`src/rtl/led_blink_seq_if.sv`:
```
// Command channel for led_blink_seq: valid/ready handshake plus blink fields.
// Ports: cmd_valid, cmd_on, cmd_off, cmd_repeat (master->slave), cmd_ready (slave->master).
interface led_blink_seq_if #(
    parameter int CNT_W = 8
);
    logic             cmd_valid;
    logic             cmd_ready;
    logic [CNT_W-1:0] cmd_on;
    logic [CNT_W-1:0] cmd_off;
    logic [CNT_W-1:0] cmd_repeat;

    modport master (
        output cmd_valid, cmd_on, cmd_off, cmd_repeat,
        input  cmd_ready
    );

    modport slave (
        input  cmd_valid, cmd_on, cmd_off, cmd_repeat,
        output cmd_ready
    );
endinterface

```
`src/rtl/led_blink_seq.sv`:
```
// LED blink sequencer: on/off durations in prescaled ticks, repeated N times.
// Ports: clk, rst_n, cmd (slave handshake), abort, led, busy, done.
module led_blink_seq #(
    parameter int unsigned TICK_COUNT = 50000,
    parameter int          CNT_W      = 8
) (
    input  logic          clk,
    input  logic          rst_n,
    led_blink_seq_if.slave cmd,
    input  logic          abort,
    output logic          led,
    output logic          busy,
    output logic          done
);

    localparam logic [31:0] TMAX = 32'(TICK_COUNT - 1);

    typedef enum logic [1:0] {
        S_IDLE = 2'd0,
        S_ON   = 2'd1,
        S_OFF  = 2'd2,
        S_DONE = 2'd3
    } state_t;

    state_t           state_q, state_d;
    logic [31:0]      presc_q, presc_d;
    logic [CNT_W-1:0] dur_q, dur_d;
    logic [CNT_W-1:0] rep_q, rep_d;
    logic [CNT_W-1:0] on_q, on_d;
    logic [CNT_W-1:0] off_q, off_d;

    logic tick;
    logic ph_end;

    assign tick   = (presc_q == TMAX);
    assign ph_end = tick && (dur_q == CNT_W'(1));

    always_ff @(posedge clk or negedge rst_n) begin
        if (!rst_n) begin
            state_q <= S_IDLE;
            presc_q <= '0;
            dur_q   <= '0;
            rep_q   <= '0;
            on_q    <= '0;
            off_q   <= '0;
        end else begin
            state_q <= state_d;
            presc_q <= presc_d;
            dur_q   <= dur_d;
            rep_q   <= rep_d;
            on_q    <= on_d;
            off_q   <= off_d;
        end
    end

    always_comb begin
        state_d = state_q;
        presc_d = '0;
        dur_d   = dur_q;
        rep_d   = rep_q;
        on_d    = on_q;
        off_d   = off_q;
        unique case (state_q)
            S_IDLE: begin
                if (cmd.cmd_valid) begin
                    on_d  = cmd.cmd_on;
                    off_d = cmd.cmd_off;
                    if (cmd.cmd_on == '0 || cmd.cmd_repeat == '0) begin
                        state_d = S_DONE;
                    end else begin
                        state_d = S_ON;
                        dur_d   = cmd.cmd_on;
                        rep_d   = cmd.cmd_repeat;
                    end
                end
            end
            S_ON, S_OFF: begin
                if (abort) begin
                    // abort beats a coincident final tick
                    state_d = S_IDLE;
                end else begin
                    // prescaler free-runs across ON/OFF boundaries
                    presc_d = tick ? '0 : presc_q + 32'd1;
                    if (tick) begin
                        dur_d = dur_q - CNT_W'(1);
                    end
                    if (ph_end) begin
                        if (state_q == S_ON && off_q != '0) begin
                            state_d = S_OFF;
                            dur_d   = off_q;
                        end else if (rep_q == CNT_W'(1)) begin
                            state_d = S_DONE;
                        end else begin
                            state_d = S_ON;
                            rep_d   = rep_q - CNT_W'(1);
                            dur_d   = on_q;
                        end
                    end
                end
            end
            S_DONE: begin
                state_d = S_IDLE;
            end
            default: begin
                state_d = S_IDLE;
            end
        endcase
    end

    assign cmd.cmd_ready = (state_q == S_IDLE);
    assign led           = (state_q == S_ON);
    assign busy          = (state_q != S_IDLE);
    assign done          = (state_q == S_DONE);

endmodule

```
`src/flat_wrapper.sv`:
```
// flat-port wrapper written by rule: the top's interface ports become plain ports
module led_blink_seq_flat 
#(
    parameter int unsigned TICK_COUNT = 50000,
    parameter int          CNT_W      = 8
)
  (clk, rst_n, abort, led, busy, done, cmd_cmd_valid, cmd_cmd_on, cmd_cmd_off, cmd_cmd_repeat, cmd_cmd_ready);
  led_blink_seq_if #(.CNT_W(CNT_W)) cmd_i ();
  input  logic clk;
  input  logic rst_n;
  input  logic abort;
  output logic led;
  output logic busy;
  output logic done;
  input wire logic [$bits(cmd_i.cmd_valid)-1:0] cmd_cmd_valid;
  input wire logic [$bits(cmd_i.cmd_on)-1:0] cmd_cmd_on;
  input wire logic [$bits(cmd_i.cmd_off)-1:0] cmd_cmd_off;
  input wire logic [$bits(cmd_i.cmd_repeat)-1:0] cmd_cmd_repeat;
  output wire logic [$bits(cmd_i.cmd_ready)-1:0] cmd_cmd_ready;
  assign cmd_i.cmd_valid = cmd_cmd_valid;
  assign cmd_i.cmd_on = cmd_cmd_on;
  assign cmd_i.cmd_off = cmd_cmd_off;
  assign cmd_i.cmd_repeat = cmd_cmd_repeat;
  assign cmd_cmd_ready = cmd_i.cmd_ready;
  led_blink_seq #(.TICK_COUNT(TICK_COUNT), .CNT_W(CNT_W)) u_core (.clk(clk), .rst_n(rst_n), .cmd(cmd_i), .abort(abort), .led(led), .busy(busy), .done(done));
endmodule
```
`config.mk`:
```
export PLATFORM = sky130hd
export DESIGN_NAME = led_blink_seq_flat
export DESIGN_NICKNAME = d
export VERILOG_FILES = /design/src/rtl/led_blink_seq_if.sv /design/src/rtl/led_blink_seq.sv /design/src/flat_wrapper.sv
export SDC_FILE = /design/constraint.sdc
export NUM_CORES = 1
export LEC_CHECK = 0
export CAP_MARGIN = 10
export CORE_ASPECT_RATIO = 1.75
export CORE_MARGIN = 3
export CORE_UTILIZATION = 25
export DETAILED_ROUTE_END_ITERATION = 8
export GPL_TIMING_DRIVEN = 0
export SYNTH_ARGS = -nofsm -noshare
export SYNTH_HDL_FRONTEND = slang
export SYNTH_SLANG_ARGS = --single-unit
```
`constraint.sdc`:
```
create_clock -name clk -period 4.84 [get_ports clk]
set_input_delay 0.484 -clock clk [delete_from_list [all_inputs] [get_ports clk]]
set_output_delay 0.484 -clock clk [all_outputs]
set_load 0.01 [all_outputs]
```
=== After elaboration in Yosys (flattened, before gate mapping) ===
Cells that the tools add are included.

* Logic and storage cells: 61
* Register bits: 66
* Input bits: 28
* Output and inout bits: 4

* Reduce and logical (&&, ||, !) cells: 14
* Equality and inequality tests: 13
* $add $sub $neg: 3
* Multiplexer cells: 25

{| class="wikitable"
|+ Operators by type and width
! operator !! count
|-
| 8-bit 2-to-1 mux || 13
|-
| 32-bit 2-to-1 mux || 3
|-
| 32-bit by 1-bit adder with 32-bit output, second input constant || 1
|-
| 32-bit by 16-bit equality test with 1-bit output, second input constant || 1
|-
| 8-bit one-hot mux with 2 select lines || 2
|-
| 8-bit by 1-bit equality test with 1-bit output, second input constant || 2
|-
| 8-bit logical NOT || 2
|-
| 8-bit by 1-bit subtractor with 8-bit output, second input constant || 2
|-
| 2-bit 2-to-1 mux || 6
|-
| 2-bit != test, second input constant || 5
|-
| 8-bit nonzero test || 1
|-
| 7-bit AND reduction || 1
|-
| 2-bit one-hot mux with 3 select lines || 1
|-
| 2-bit equality test, second input constant || 2
|-
| 2-bit AND reduction || 2
|-
| 4-bit AND reduction || 1
|-
| 2-bit nonzero test || 2
|-
| 3-bit by 2-bit != test with 1-bit output, second input constant || 1
|-
| 2-bit by 1-bit equality test with 1-bit output, second input constant || 1
|-
| 1-bit logical AND || 2
|-
| 2-bit logical NOT || 1
|-
| 2-bit by 1-bit != test with 1-bit output, second input constant || 1
|-
| 2-bit OR reduction || 1
|-
| 1-bit logical OR || 1
|}

=== Depth between registers and ports, before layout ===
Gate-level depths: netlist (run 1).

* Word-level depth: 7
* Mapped depth: 9
* Depth with buffers taken out: 8

=== Worst setup path before layout (run 1) ===
No wires, ideal clock.

* Kind: flip-flop to flip-flop
* From: register u_core.state_q[0]
* To: register u_core.dur_q[7]
* Required time: 4.746 ns
* Slack: 2.847 ns
* Stages on the path, launching flop included: 10
* Setup time: 0.094 ns
* Buffers on the path: 1
* Arrival time: 1.899 ns
* Clock period less this slack: 1.993 ns
* Cells stage by stage: dfrtp_1 -> inv_1 -> ha_1 -> inv_1 -> nand2_1 -> a21oi_1 -> and2_1 -> clkbuf_1 -> nor2_1 -> a211oi_1

* Cells in the longest elaborated chain, start to end: 6
* Elaborated cells between the ends (all ways): 14
* Classes of those cells: eq/ne (5); mux (4); reduce/logical (5)

{| class="wikitable"
|+ RTL lines
! what !! line !! source
|-
| start: declaration || led_blink_seq.sv:25 || <nowiki>state_t state_q, state_d;</nowiki>
|-
| start signal: assignment || led_blink_seq.sv:47 || <nowiki>state_q <= state_d;</nowiki>
|-
| 2-bit by 1-bit equality test with 1-bit output || led_blink_seq.sv:63, led_blink_seq.sv:88 ||
|-
| 1-bit logical AND || led_blink_seq.sv:88 || <nowiki>if (state_q == S_ON && off_q != '0) begin</nowiki>
|-
| 8-bit 2-to-1 mux || led_blink_seq.sv:88 ||
|-
| 8-bit 2-to-1 mux || led_blink_seq.sv:87 || <nowiki>if (ph_end) begin</nowiki>
|-
| 8-bit 2-to-1 mux || led_blink_seq.sv:78 || <nowiki>if (abort) begin</nowiki>
|-
| 8-bit one-hot mux with 2 select lines || led_blink_seq.sv:63 || <nowiki>unique case (state_q)</nowiki>
|-
| end signal: assignment || led_blink_seq.sv:49 || <nowiki>dur_q <= dur_d;</nowiki>
|-
| end: declaration || led_blink_seq.sv:27 || <nowiki>logic [CNT_W-1:0] dur_q, dur_d;</nowiki>
|}

Several ways; a longest one is shown, not always the timed one. The select of a mux whose other input is x is not followed.
A chain may end at the register's enable or synchronous reset.

=== Worst setup path in the final report (run 1) ===
* From: input port cmd_cmd_on[7]
* To: register u_core.rep_q[3]

* Cells in the longest elaborated chain, start to end: 4

{| class="wikitable"
|+ RTL lines
! what !! line !! source
|-
| start: declaration || flat_wrapper.sv:16 || <nowiki>input wire logic [$bits(cmd_i.cmd_on)-1:0] cmd_cmd_on;</nowiki>
|-
| 8-bit logical NOT || led_blink_seq.sv:68 || <nowiki>if (cmd.cmd_on == '0 || cmd.cmd_repeat == '0) begin</nowiki>
|-
| 1-bit logical OR || led_blink_seq.sv:68 ||
|-
| 2-bit != test (no source line) || n/a ||
|-
| 7-bit AND reduction (no source line) || n/a ||
|-
| end signal: assignment || led_blink_seq.sv:50 || <nowiki>rep_q <= rep_d;</nowiki>
|-
| end: declaration || led_blink_seq.sv:28 || <nowiki>logic [CNT_W-1:0] rep_q, rep_d;</nowiki>
|}

Every way passes these cells.

==> impl_metrics.json, run 1 <==
{
  "clock_latency_ns": 0.33,
  "drc": 0,
  "async_reset_ff_share_pct": 100.0,
  "tightest_slew_ns": 0.8620,
  "n_antenna_cell": 0,
  "grt_pass1_vias": 3347,
  "num_vias": 3224,
  "ys_seq_area_share_pct": 42.90,
  "setup_violations": 0,
  "fillers": 1509,
  "critPathLaunchType": "input pin",
  "p_int_uw": 1565,
  "cts.sinks": 66,
  "swShare_pct": 35.33,
  "routed_wl_um": 9960,
  "timing.final.crit_share_pct": 52.17,
  "syn_area_um2": 3850,
  "finalHoldViolCount": 0,
  "vdd_ir_drop_max_mv": 0.3155,
  "dieArea_um2": 16980,
  "clk_pin_slew_ns": 0.06,
  "ys_ff_latch": 66,
  "yosysUniqueCellTypes": 57,
  "post_drt_via_cell_ratio": 5.126,
  "worstPathArrival_ns": 2.73,
  "hold_buffers": 0,
  "endpoint": "u_core.rep_q[3]$_DFFE_PN0P_",
  "p_switching_uw": 855.2,
  "die_w_um": 99.81,
  "placementRows": 59,
  "drive_above_1_share_pct": 13.00,
  "synthCells": 399,
  "ios": 32,
  "r2r_start": "u_core.state_q[0]$_DFFE_PN0P_",
  "htree_levels": 3,
  "worstPathRequired_ns": 5.04,
  "fmax_ghz": 0.3961,
  "clkPwrFrac_pct": 31.2,
  "wl_per_cell_um": 15.83,
  "cts_tree": "yes",
  "dp.final_hpwl_um": 7342,
  "dpl_cell_area_um2": 4387,
  "seqPwrFrac_pct": 35.2,
  "maxCapViolations": 0,
  "gr-total-overflow": 0,
  "r2r_slack_ns": 2.37,
  "reg2regPathDepth": 9,
  "grt_usage_pct": 12.03,
  "p_per_area_nw_per_um2": 511.7,
  "final_area_um2": 4731,
  "drt_pre_antenna_iters": 5,
  "syn2layout_area_growth_pct": 22.88,
  "syn_area_per_cell_um2": 9.649,
  "rsz0062_at_grt": "false",
  "ctsRootBufferMaster": "clkbuf_16",
  "regArea_um2": 1652,
  "multi_input_area_um2": 2083,
  "nets": 477,
  "clk_path_buf_depth": 2,
  "end_kind": "flip-flop",
  "postCtsSetupRepairBufs": 0,
  "dp.cells": 613,
  "drv_slew": 0,
  "drt_iter0_markers": 148,
  "skew_ns": 0.01016,
  "criticalPathCategory": "input pin to flip-flop",
  "grt_pass1_wl_um": 16340,
  "initial_core_util_pct": 25.69,
  "die_h_um": 170.2,
  "synth-main-ff-cell": "dfrtp_1",
  "final_cells": 629,
  "run_status": "complete, no violations",
  "synth_nets": 435,
  "cp_max_fo": 10,
  "utilization_pct": 31.57,
  "post_cts_resize_count": 0,
  "place_congestion": 0.8648,
  "cp-startpoint": "cmd_cmd_on[7]",
  "antenna_found_initial": 0,
  "comb_power_share_pct": 33.6,
  "hold_path.class": "input pin to async pin",
  "tns_ns": 0,
  "core_area_um2": 14990,
  "yosys_warnings": 0,
  "synth-edff-count": 0,
  "timing.slew.headroom_pct": 42.53,
  "p_leak_uw": 0.001817,
  "cts_made_buffers": 9,
  "grt_max_degree": 67,
  "port_buffers": 31,
  "reg2reg_to": "u_core.rep_q[6]$_DFFE_PN0P_",
  "period_needed_ns": 2.525,
  "ant_nets": 0
}
## power by group through the flow
stage	combinational, uW	clock, uW	sequential, uW
after global placement	791	0	848
after floorplan	593	0	807
after global routing	914	788	873
after detailed placement	816	0	855
final	813	755	852
after CTS	818	767	848
## cells in the mapped netlist (2+ instances only)
cell / instances / share of area [%]
nand3b_1: 3 / 0.58
a21boi_0: 4 / 0.78
clkbuf_1: 10 / 0.98
mux2_2: 17 / 5.0
a41oi_1: 2 / 0.46
nor4_4: 3 / 1.7
nand2_1: 25 / 2.4
and3_1: 7 / 1.1
inv_1: 13 / 1.3
xnor2_1: 22 / 5.0
nor3b_1: 2 / 0.39
mux2i_1: 3 / 0.78
nor4_1: 9 / 1.5
nand3_1: 27 / 3.5
nor4_2: 4 / 1.3
nand2b_1: 3 / 0.49
a21oi_1: 15 / 1.9
o22ai_1: 4 / 0.65
and4_1: 5 / 1.1
nand4_1: 9 / 1.5
a31oi_1: 5 / 0.81
xor2_1: 11 / 2.5
a221oi_1: 5 / 1.1
or3_1: 5 / 0.81
o21ai_0: 7 / 0.91
dfrtp_1: 66 / 43
nand3_2: 2 / 0.52
o211ai_1: 4 / 0.78
a22oi_1: 2 / 0.39
nor3_1: 9 / 1.2
a211oi_1: 5 / 0.98
nor2_2: 2 / 0.32
ha_1: 8 / 2.6
nor2_1: 58 / 5.7
## metal layers
| metal | vias up | global-route usage [%] | share of wire [%] |
|---|---|---|---|
| met5 | - | 0 | 0 |
| met4 | 0 | 7.015 | 3.5 |
| met3 | 28 | 1.805 | 3.3 |
| met2 | 74 | 21.63 | 54 |
| met1 | 1594 | 13.17 | 39 |
| li1 | 1528 | - | - |
## cell families (layout without fill, tap and decap cells)
group	count (synthesis)	count (layout)	synth area share [%]
adder cells (fa/ha/maj)	8	8	2.600
AO/OA/AOI/OAI	60	60	10.56
multiplexers	20	20	5.752
AND/OR/NAND/NOR	186	186	27.69
flip-flops	66	66	42.90
buffers and inverters	26	73	2.990
XOR/XNOR	33	33	7.507
## worst max-delay path, cell delays in order
cell and delay [ns]:
clkdlybuf4s50_1 0.53, nor4_1 0.47, nand2_1 0.12, a21o_1 0.27, and2_1 0.22, clkbuf_1 0.27, a31oi_1 0.24, o211ai_1 0.12
## final cells by class
| cell class | instances | area share [%] |
|---|---|---|
| Multi-Input combinational cell | 307 | 44.04 |
| Tap cell | 183 | 4.840 |
| Clock inverter | 6 | 2.433 |
| Inverter | 13 | 1.031 |
| Clock buffer | 10 | 4.840 |
| Timing Repair Buffer | 31 | 6.506 |
| Sequential cell | 66 | 34.91 |
| Buffer | 13 | 1.402 |
## flip-flops by register name, summed over array words and instances, names as in the netlist
register and flops:
u_core.presc_q 32, u_core.dur_q 8, u_core.off_q 8, u_core.on_q 8
u_core.rep_q 8, u_core.state_q 2
## cells in the final DEF (no fill, tap or decap), types with 3 or more instances in the layout
| cell type | count |
|---|---|
| nor4_2 | 4 |
| and4_1 | 5 |
| clkbuf_16 | 9 |
| nor4_4 | 3 |
| clkbuf_1 | 11 |
| nand2_1 | 25 |
| or3_1 | 5 |
| dfrtp_1 | 66 |
| o22ai_1 | 4 |
| nand4_1 | 9 |
| nand3_1 | 27 |
| o211ai_1 | 4 |
| xnor2_1 | 22 |
| bufinv_16 | 3 |
| mux2i_1 | 3 |
| a211oi_1 | 5 |
| a31oi_1 | 5 |
| inv_1 | 13 |
| a221oi_1 | 5 |
| nand3b_1 | 3 |
| and3_1 | 7 |
| nand2b_1 | 3 |
| nor3_1 | 9 |
| mux2_2 | 17 |
| nor4_1 | 9 |
| ha_1 | 8 |
| clkdlybuf4s50_1 | 30 |
| o21ai_0 | 7 |
| a21boi_0 | 4 |
| xor2_1 | 11 |
| nor2_1 | 58 |
| a21oi_1 | 15 |
## worst min-delay path by stage
stage                                         endpoint  slack (ns)  cells after the start
after floorplan            u_core.dur_q[0]$_DFFE_PN0P_        0.19                      0
after global placement     u_core.presc_q[0]$_DFF_PN0_        0.45                      1
after detailed placement   u_core.presc_q[0]$_DFF_PN0_        0.46                      1
after CTS                 u_core.presc_q[16]$_DFF_PN0_        0.30                      1
after global routing       u_core.presc_q[8]$_DFF_PN0_        0.31                      1
final                     u_core.presc_q[16]$_DFF_PN0_        0.24                      1
## metrics by stage
step | total power (uW) | hold slack (ns) | setup WS [ns]
3_3_place_gp | 1639 | 0.4475 | 1.024
3_5_place_dp | 1671 | 0.4646 | 1.946
2_1_floorplan | 1400 | 0.1884 | 2.847
6_report | 2421 | 0.2443 | 2.315
4_1_cts | 2433 | 0.3013 | 2.317
5_1_grt | 2575 | 0.3142 | 2.222
No activity file was read; power rests on OpenSTA's default activity.
==> run 2, diff against run 1 <==
==> constraint.sdc (replaced) <==
create_clock -name clk -period 2.1 [get_ports clk]
set_input_delay 0.21 -clock clk [delete_from_list [all_inputs] [get_ports clk]]
set_output_delay 0.21 -clock clk [all_outputs]
set_load 0.01 [all_outputs]
==> impl_metrics.json, run 2 (synthesis gave the netlist of run 1 again) <==
{
  "run_status": "finished, violations left",
  "violations": "hold timing, setup timing",
  "drc": 0,
  "vdd_ir_drop_max_mv": 0.7238,
  "reg2reg_to": "u_core.rep_q[0]$_DFFE_PN0P_",
  "whs_ns": -0.02101,
  "drt_iter0_markers": 152,
  "period_needed_ns": 2.167,
  "hold_path.class": "input pin to async pin",
  "grt_pass1_wl_um": 16950,
  "worstPathRequired_ns": 2.30,
  "ios": 32,
  "top_register": "u_core.presc_q",
  "core_area_um2": 14990,
  "gr-total-overflow": 0,
  "htree_levels": 3,
  "total_power_uw": 6022,
  "nets": 502,
  "criticalPathCategory": "flip-flop to flip-flop",
  "pre_cts_ws_ns": -0.5196,
  "critPathLaunchType": "flip-flop",
  "setup_violations": 8,
  "final_cells": 654,
  "clock_latency_ns": 0.33,
  "cts_made_buffers": 9,
  "rsz0062_at_grt": "true",
  "post_drt_via_cell_ratio": 5.170,
  "grt_pass1_vias": 3493,
  "timing.slew.headroom_pct": 41.90,
  "final_area_um2": 5240,
  "r2r_slack_ns": -0.07,
  "final_cell_mix": "dfrtp_1 (61), nor2_1 (56), clkdlybuf4s50_1 (30), nand3_1 (26), buf_4 (25)",
  "clk_pin_slew_ns": 0.06,
  "final.setup.worst_slack_ns": -0.06669,
  "die_w_um": 99.81,
  "skew_ns": 0.009176,
  "cts.sinks": 66,
  "wl_per_cell_um": 16.27,
  "p_leak_uw": 0.002017,
  "clk_path_buf_depth": 2,
  "worstPathArrival_ns": 2.37,
  "ctsRootBufferMaster": "clkbuf_16",
  "largest_reg_flops": 32,
  "drv_slew": 0,
  "tightest_slew_ns": 0.8715,
  "r2r_start": "u_core.dur_q[0]$_DFFE_PN0P_",
  "maxCapViolations": 0,
  "place_congestion": 0.8648,
  "antenna_found_initial": 0,
  "syn2layout_area_growth_pct": 36.11,
  "dpl_cell_area_um2": 4387,
  "timing.final.crit_share_pct": 103.2,
  "initial_core_util_pct": 25.69,
  "die_h_um": 170.2,
  "end_kind": "flip-flop",
  "final_common_cell": "dfrtp_1",
  "cts_tree": "yes",
  "placementRows": 59,
  "finalHoldViolCount": 7,
  "cp_max_fo": 7,
  "dp.final_hpwl_um": 7342,
  "fmax_ghz": 0.4615,
  "n_antenna_cell": 0,
  "num_vias": 3381,
  "grt_usage_pct": 12.41,
  "dp.cells": 613,
  "p_per_area_nw_per_um2": 1149,
  "reg2regPathDepth": 7,
  "ant_nets": 0,
  "drive_above_1_share_pct": 27.39,
  "port_buffers": 31,
  "drt_pre_antenna_iters": 5,
  "dieArea_um2": 16980,
  "grt_max_degree": 67,
  "routed_wl_um": 10640
}
## run 2: changes by cell type in the layout (fill, tap and decap cells not counted), sizes merged
cell and change:
buf +26, clkbuf -1
## run 2: worst max path at each step
stage                                   from                           to  slack, ns
2_1_floorplan  u_core.state_q[0]$_DFFE_PN0P_  u_core.dur_q[7]$_DFFE_PN0P_       0.11
3_3_place_gp                           rst_n  u_core.off_q[1]$_DFFE_PN0P_      -1.44
3_5_place_dp                   cmd_cmd_on[7]  u_core.rep_q[2]$_DFFE_PN0P_      -0.52
4_1_cts          u_core.rep_q[1]$_DFFE_PN0P_  u_core.dur_q[6]$_DFFE_PN0P_      -0.07
5_1_grt          u_core.dur_q[0]$_DFFE_PN0P_  u_core.rep_q[2]$_DFFE_PN0P_      -0.19
6_report         u_core.dur_q[0]$_DFFE_PN0P_  u_core.rep_q[0]$_DFFE_PN0P_      -0.07
## run 2: final cells by class
class	count	area, um^2
fill	1454	9746
tap	183	229.0
inverter	13	48.80
sequential	66	1658
clock inverter	6	115.1
buffer	11	66.31
multi-input combinational	307	2351
timing repair buffer	58	543.0
clock buffer	10	229.0
## run 2: metal layers
layer | wire length (um) | GRT usage (%)
met1 | 4044 | 13.50
met2 | 5921 | 21.90
met3 | 260 | 2.010
met4 | 417 | 8.026
met5 | 0 | 0
## run 2: what timing repair did
action | in CTS | in global routing
buffers inserted | 13 | 14
hold buffers | 0 | 0
pin swaps | 23 | 15
resized for setup | 36 | 38
setup endpoints to repair | 40 | 41
## run 2: critical path, cell delays in order (launching register included)
cell and delay, ns:
dfrtp_1 0.49, ha_2 0.26, nor2b_2 0.19, o2111ai_4 0.13, nor4_4 0.51, nand3_2 0.20, mux2i_1 0.17, a21oi_1 0.08
## run 2: report_power, final
part	switching, uW	total (uW)	internal (uW)	leakage [uW]
registers	398	2010	1610	0.000825
clock network	581	1750	1160	0.000163
logic	1210	2260	1050	0.00103
total	2190	6020	3830	0.00202
## run 2: through the flow
step | hold slack, ns | util, % | TNS, ns
after global placement | 0.4475 | 29.29 | -101.79
final | -0.02101 | 34.97 | -0.2361
after floorplan | -0.08559 | - | 0
after global routing | 0.04666 | 34.97 | -2.077
after detailed placement | 0.3866 | 29.27 | -8.089
after CTS | 0.02733 | 33.31 | -0.4257
